[config.mk]
export PLATFORM = sky130hd
export DESIGN_NAME = md_issue_latch
export DESIGN_NICKNAME = d
export VERILOG_FILES = /design/src/rtl/md_issue_latch.sv
export SDC_FILE = /design/constraint.sdc
export NUM_CORES = 1
export LEC_CHECK = 0
export CAP_MARGIN = 20
export CORE_ASPECT_RATIO = 0.7
export CORE_MARGIN = 2
export CORE_UTILIZATION = 40
export CTS_BUF_LIST = sky130_fd_sc_hd__clkbuf_8
export DETAILED_ROUTE_END_ITERATION = 10
export PLACE_DENSITY = 0.84
export SYNTH_ARGS = -nofsm -noshare
export SYNTH_HDL_FRONTEND = slang
export SYNTH_SLANG_ARGS = --single-unit
[constraint.sdc]
create_clock -name clk -period 2 [get_ports clk]
set_clock_uncertainty 0.05 [all_clocks]
set_input_delay 0.4 -clock clk [delete_from_list [all_inputs] [get_ports clk]]
set_output_delay 0.4 -clock clk [all_outputs]
set_load 0.01 [all_outputs]
[src/rtl/md_issue_latch.sv]
// Issue latch for a multi-cycle execution unit: captures one operation,
// launches it, tracks its latency and aborts it on flush or watchdog expiry.
module md_issue_latch #(
  parameter int DATA_W  = 32,
  parameter int IR_W    = 32,
  parameter int MAX_CYC = 40,
  parameter int CNT_W   = 6
) (
  input  logic              clk,
  input  logic              clr,
  input  logic              en,
  input  logic              flush,
  input  logic [DATA_W-1:0] d_a,
  input  logic [DATA_W-1:0] d_b,
  input  logic [IR_W-1:0]   d_ir,
  input  logic              result_ready,
  output logic [DATA_W-1:0] q_a,
  output logic [DATA_W-1:0] q_b,
  output logic [IR_W-1:0]   q_ir,
  output logic              q_run,
  output logic              start,
  output logic              busy,
  output logic              done,
  output logic              timeout,
  output logic [CNT_W-1:0]  cycles
);

  typedef enum logic [1:0] {
    IDLE  = 2'd0,
    START = 2'd1,
    RUN   = 2'd2,
    DONE  = 2'd3
  } state_e;

  localparam logic [CNT_W-1:0] LAST_CYC = CNT_W'(MAX_CYC - 1);

  state_e state, state_nxt;

  logic in_flight;
  logic accept;
  logic wd_hit;

  assign in_flight = (state == START) || (state == RUN);
  assign accept    = ((state == IDLE) || (state == DONE)) && en && !flush;
  // Watchdog fires only when the unit has not answered on this same edge.
  assign wd_hit    = (state == RUN) && !flush && !result_ready && (cycles == LAST_CYC);

  // State register
  always_ff @(posedge clk or negedge clr) begin
    if (!clr) state <= IDLE;
    else      state <= state_nxt;
  end

  // Next-state logic
  always_comb begin
    state_nxt = state;
    unique case (state)
      IDLE, DONE: begin
        if (flush)   state_nxt = IDLE;
        else if (en) state_nxt = START;
        else         state_nxt = IDLE;
      end
      START: state_nxt = flush ? IDLE : RUN;
      RUN: begin
        if (flush)                   state_nxt = IDLE;
        else if (result_ready)       state_nxt = DONE;
        else if (cycles == LAST_CYC) state_nxt = DONE;
        else                         state_nxt = RUN;
      end
      default: state_nxt = IDLE;
    endcase
  end

  // Output decode, state only
  always_comb begin
    start = 1'b0;
    q_run = 1'b0;
    busy  = 1'b0;
    done  = 1'b0;
    unique case (state)
      START: begin
        start = 1'b1;
        q_run = 1'b1;
        busy  = 1'b1;
      end
      RUN: begin
        q_run = 1'b1;
        busy  = 1'b1;
      end
      DONE:    done = 1'b1;
      default: ;
    endcase
  end

  // Operand latch, latency counter and sticky watchdog flag
  always_ff @(posedge clk or negedge clr) begin
    if (!clr) begin
      q_a     <= '0;
      q_b     <= '0;
      q_ir    <= '0;
      cycles  <= '0;
      timeout <= 1'b0;
    end else if (accept) begin
      q_a     <= d_a;
      q_b     <= d_b;
      q_ir    <= d_ir;
      cycles  <= '0;
      timeout <= 1'b0;
    end else if (in_flight && flush) begin
      // Aborted op leaves a bubble instruction; operands and latency stay visible.
      q_ir <= '0;
    end else if (in_flight) begin
      cycles <= cycles + 1'b1;
      if (wd_hit) timeout <= 1'b1;
    end
  end

endmodule
# --- Yosys cells after proc, flatten, opt, wreduce, memory -nomap -nowiden ---
# Cells that the tools add are included.
word_totals:
  ff_bits: 105
  wordCells: 49
classes:
  mux: 19
  n_reduce_logical: 18
  n_addsub: 1
  n_eq_ne: 5
ops:
  columns: ["op", "count"]
  rows:
  - ["32-bit two-way mux", 2]
  - ["6-bit two-way mux", 3]
  - ["1-bit two-way mux", 11]
  - ["6-bit by 1-bit adder with 6-bit output, second input constant", 1]
  - ["6-bit equality test, second input constant", 1]
  - ["1-bit logical AND", 6]
  - ["2-bit case mux with 3 select lines", 1]
  - ["2-bit nonzero test", 3]
  - ["2-bit equality test, second input constant", 2]
  - ["2-bit two-way mux", 2]
  - ["2-bit OR reduction", 2]
  - ["3-bit AND reduction", 1]
  - ["2-bit by 1-bit equality test with 1-bit output, second input constant", 1]
  - ["1-bit logical NOT", 2]
  - ["2-bit logical NOT", 1]
  - ["1-bit logical OR", 2]
  - ["2-bit inequality test, second input constant", 1]
  - ["2-bit AND reduction", 1]

# --- Depth between registers and ports, before layout ---
depth:
  ltp_word: 8
  mapped_depth: 8
  mapped_depth_nobuf: 5

# --- Worst setup path after synthesis ---
# OpenSTA, ideal clock, no wires.
synth_path:
  path_kind: "register to register"
  from: "register state[0]"
  to: "register cycles[5]"
  path_stages_with_launch: 7
  n_path_buf: 1
  required_time_ns: 1.881
  t_arrival_ns: 1.645
  period_less_slack_ns: 1.764
  setup_ns: 0.069
  slack_ns: 0.236
  cell_sequence: "dfrtp_1 > inv_1 > ha_1 > or2_1 > buf_6 > or4_1 > nand3_1"
synth_between:
  elab_chain_cells: 6
synth_rtl:
  columns: ["item", "line", "rtl"]
  rows:
  - ["start, declared", "37", "state_e state, state_nxt;"]
  - ["start signal, assigned", "51", "else state <= state_nxt;"]
  - ["2-bit equality test / 2-bit logical NOT (equally long branches)", "44", "assign accept = ((state == IDLE) || (state == DONE)) && en && !flush;"]
  - ["1-bit logical OR", "44", null]
  - ["1-bit logical AND (2 in series)", "44", null]
  - ["2-bit inequality test (no source line) / 2-bit nonzero test (equally long branches)", null, null]
  - ["2-bit AND reduction (no source line)", null, null]
  - ["end signal, assigned", "113", "cycles <= cycles + 1'b1;"]
  - ["end, declared", "25", "output logic [CNT_W-1:0] cycles"]
# Parallel ways exist; a longest one is shown, timed or not.
# A chain may end at the register's enable or synchronous reset.

# --- Worst setup path in the final report ---
layout_path:
  from: "register state[0]"
  to: "output q_run"
layout_between:
  elab_chain_cells: 3
layout_rtl:
  columns: ["item", "line", "rtl"]
  rows:
  - ["2-bit by 1-bit equality test with 1-bit output / 2-bit equality test (equally long branches)", "80", "unique case (state)"]
  - ["2-bit OR reduction (no source line) (*)", null, null]
  - ["1-bit two-way mux (*)", "80", null]
  - ["end, declared", "20", "output logic q_run,"]
# Every way passes the cells marked *; elsewhere a longest branch is shown, timed or not.

==> run summary <==
Inserted Clock Buffers: 9
Crit-path max FO: 5
Vias in the first global route: 3,561
Fin. Hold Viols: 0
MaxCap Viol Count: 0
Number of routed nets with antenna violations: 0
Cell row count: 30
Drt wl/cell: 15.6 um
Tot GR Track Use: 0.218
FF-to-FF path depth: 7
Core area: 0.00976 mm^2
LEAKAGE: 3.11 nW
Syn. warnings: 0
Power per cell area: 846 mW/mm^2
Tmin final: 1.89 ns
TritonCTS Sinks: 105
H-Tree Level Count: 3
Slew Limit Headroom: 0.666
Hold Crit Depth: 2
Reg clk slew, reported paths: 0.09 ns
RePlAce Congestion: 0.818
Seq cells post-synth: 105
WP data arrival: 1.44 ns
VDD IR max: 0.583 mV
DR iter-0 viols: 171
Final core occ: 0.668
Syn Area/Cell: 10.3 um^2
Post-synth ARST share: 1.00
Slew @ Worst Pin: 0.500 ns
Worst-skew pair later-pin latency: 0.36 ns
Hold path startpoint: q_a[20]
RSZ-0062 raised after global routing: no
Fmax: 528 MHz
Die X: 124 um
Largest net degree at the start of global routing: 55
Setup TNS: 0 ns
Fill cells: 756
Port-buffer cells: 207
Drt pass-1 iters: 4
Syn Nets: 498
Register Area: 0.00263 mm^2
Critical Path Start Type: register
Final routed DRC violation total: 0
Min Hold Slack: 0.429 ns
CP startpoint: state[0]
Post-synthesis sequential area ratio: 0.652
Initial antenna violation count: 0
Final period utilization: 0.947
First-pass GRT wire length: 18.1 mm
Die H: 88.0 um
Area used by multi-input combinational logic: 0.00129 mm^2
EDFF count, synth: 0
GR Overflow Total: 0
Layout Nets: 709
CTS tree: yes
Synthesis-to-layout area growth: 61.6%
Longest Clk Path Bufs: 2
Crit Path Class: register to primary output
Vias: 3,554
Cell variety after synth: 29
Mapped Area: 0.00403 mm^2
Initial Utilization: 0.413
Status: complete, no violations
Mapped Cells: 393
I/O pin count: 208
Dpl hpwl: 8.36 mm
Final setup fails: 0
Ys flop type: dfrtp_1
Final cell count without fillers: 736
Final wirelength: 11.5 mm
Routed vias/inst: 4.83
Reg2Reg Launch Point: state[0]
Critical Path RT: 1.55 ns
CTS Root Cell: clkbuf_8
N_diodes: 0
Pins Over Slew Limit: 0
Die area: 0.0109 mm^2
Critical Path Sink Type: primary output
Placed cells: 717
Layout cells sized above 1: 0.0559
Hold crit path type: register to register
Pwr Total: 0.00551 W
-- Yosys cell counts, types with 2 or more instances --
master	count	area [um^2]
buf_6	4	45.0
nor2_1	3	11.3
or3_1	2	12.5
buf_2	4	20.0
dfrtp_1	105	2630
clkbuf_1	4	15.0
buf_4	2	15.0
o21ai_0	8	40.0
buf_1	9	33.8
a22o_1	32	280
nand3_1	3	15.0
nand2_1	193	724
a21oi_1	2	10.0
ha_1	4	50.1
inv_1	4	15.0
-- cell usage in the layout (no fill, tap or decap) --
master           count
buf_4               11
and3b_4              1
clkbuf_8             9
nand2_1            193
buf_12               4
nor4_1               1
or4_1                1
or3_1                2
a21oi_1              2
o21a_1               1
nand3_1              3
dfrtp_1            105
or2_1                1
o21ai_0              8
nor3b_1              1
o211ai_1             1
nor2_1               3
dlymetal6s2s_1       1
inv_1                6
xnor2_1              1
bufinv_16            1
ha_4                 1
o21ba_2              1
a22o_1              32
a21oi_4              2
nand3b_1             1
clkdlybuf4s50_1    202
inv_6                1
nor2b_1              1
dlygate4sd3_1        1
dlygate4sd2_1        3
or3b_2               1
ha_1                 3
clkinvlp_4           2
nand4b_1             1
-- final timing paths --
| path | slack (ns) | endpoint |
|---|---|---|
| worst max-delay path | 0.11 | q_run |
| worst min register to register | 0.43 | q_a[20] |
| max in group asynchronous | 0.80 | q_ir[19] |
| worst max register to register | 0.22 | q_b[1] |
| min in group asynchronous | 0.46 | q_ir[2] |
| worst min-delay path | 0.43 | q_a[20] |
-- cell families (layout without fill, tap and decap cells) --
logic type	count (synthesis)	in the layout	share of synthesized area
AND/OR/NAND/NOR	210	210	0.206
flip-flops	105	105	0.652
AO/OA/AOI/OAI	46	47	0.0922
buffers and inverters	27	241	0.0357
adder cells (fa/ha/maj)	4	4	0.0124
XOR/XNOR	1	1	0.00217
-- report_power, final --
part / total, W / leakage (nW) / switching (W) / internal, W
registers: 0.00266 / 1.33 / 0.000204 / 0.00245
clock network: 0.00126 / 0.0943 / 0.000695 / 0.000568
logic: 0.00159 / 1.69 / 0.000652 / 0.000939
-- what timing repair did --
| action | in CTS | in global routing |
|---|---|---|
| hold endpoints to repair | 32 | 0 |
| pin swaps | 1 | 1 |
| setup endpoints to repair | 35 | 3 |
| resized for setup | 6 | 1 |
| hold buffers | 1 | 0 |
| gates cloned | 1 | 0 |
| setup buffers | 0 | 2 |
-- registers in the layout, summed over array words and instances, names as in the netlist --
name / cells
q_b: 32
q_ir: 32
timeout: 1
q_a: 32
state: 2
cycles: 6
-- final cells by class --
type                            instances  area share
Sequential cell                       105       0.403
Timing Repair Buffer                  222       0.343
Multi-Input combinational cell        262       0.199
Tap cell                              128      0.0246
Clock buffer                            9      0.0190
Clock inverter                          6     0.00941
Inverter                                4     0.00230
-- critical path: stages, from the launching register on --
cell and delay (ns):
dfrtp_1 0.39, inv_1 0.08, ha_4 0.29, inv_1 0.06, dlygate4sd2_1 0.28
-- layer usage --
layer,part of all wire,GRT usage,vias to the layer above
met5,0,0,-
met4,0.010,0.0735,0
met3,0.075,0.0664,10
met2,0.49,0.356,146
met1,0.43,0.280,1714
li1,-,-,1684
-- through the flow --
stage / setup slack (ns) / area [um^2]
after floorplan: 0.236 / 4030
after global placement: -0.0588 / 6280
after detailed placement: -0.139 / 6280
after CTS: 0.0352 / 6500
after global routing: 0.00726 / 6520
final: 0.105 / 6520
Power figures use the tool's default switching activity.
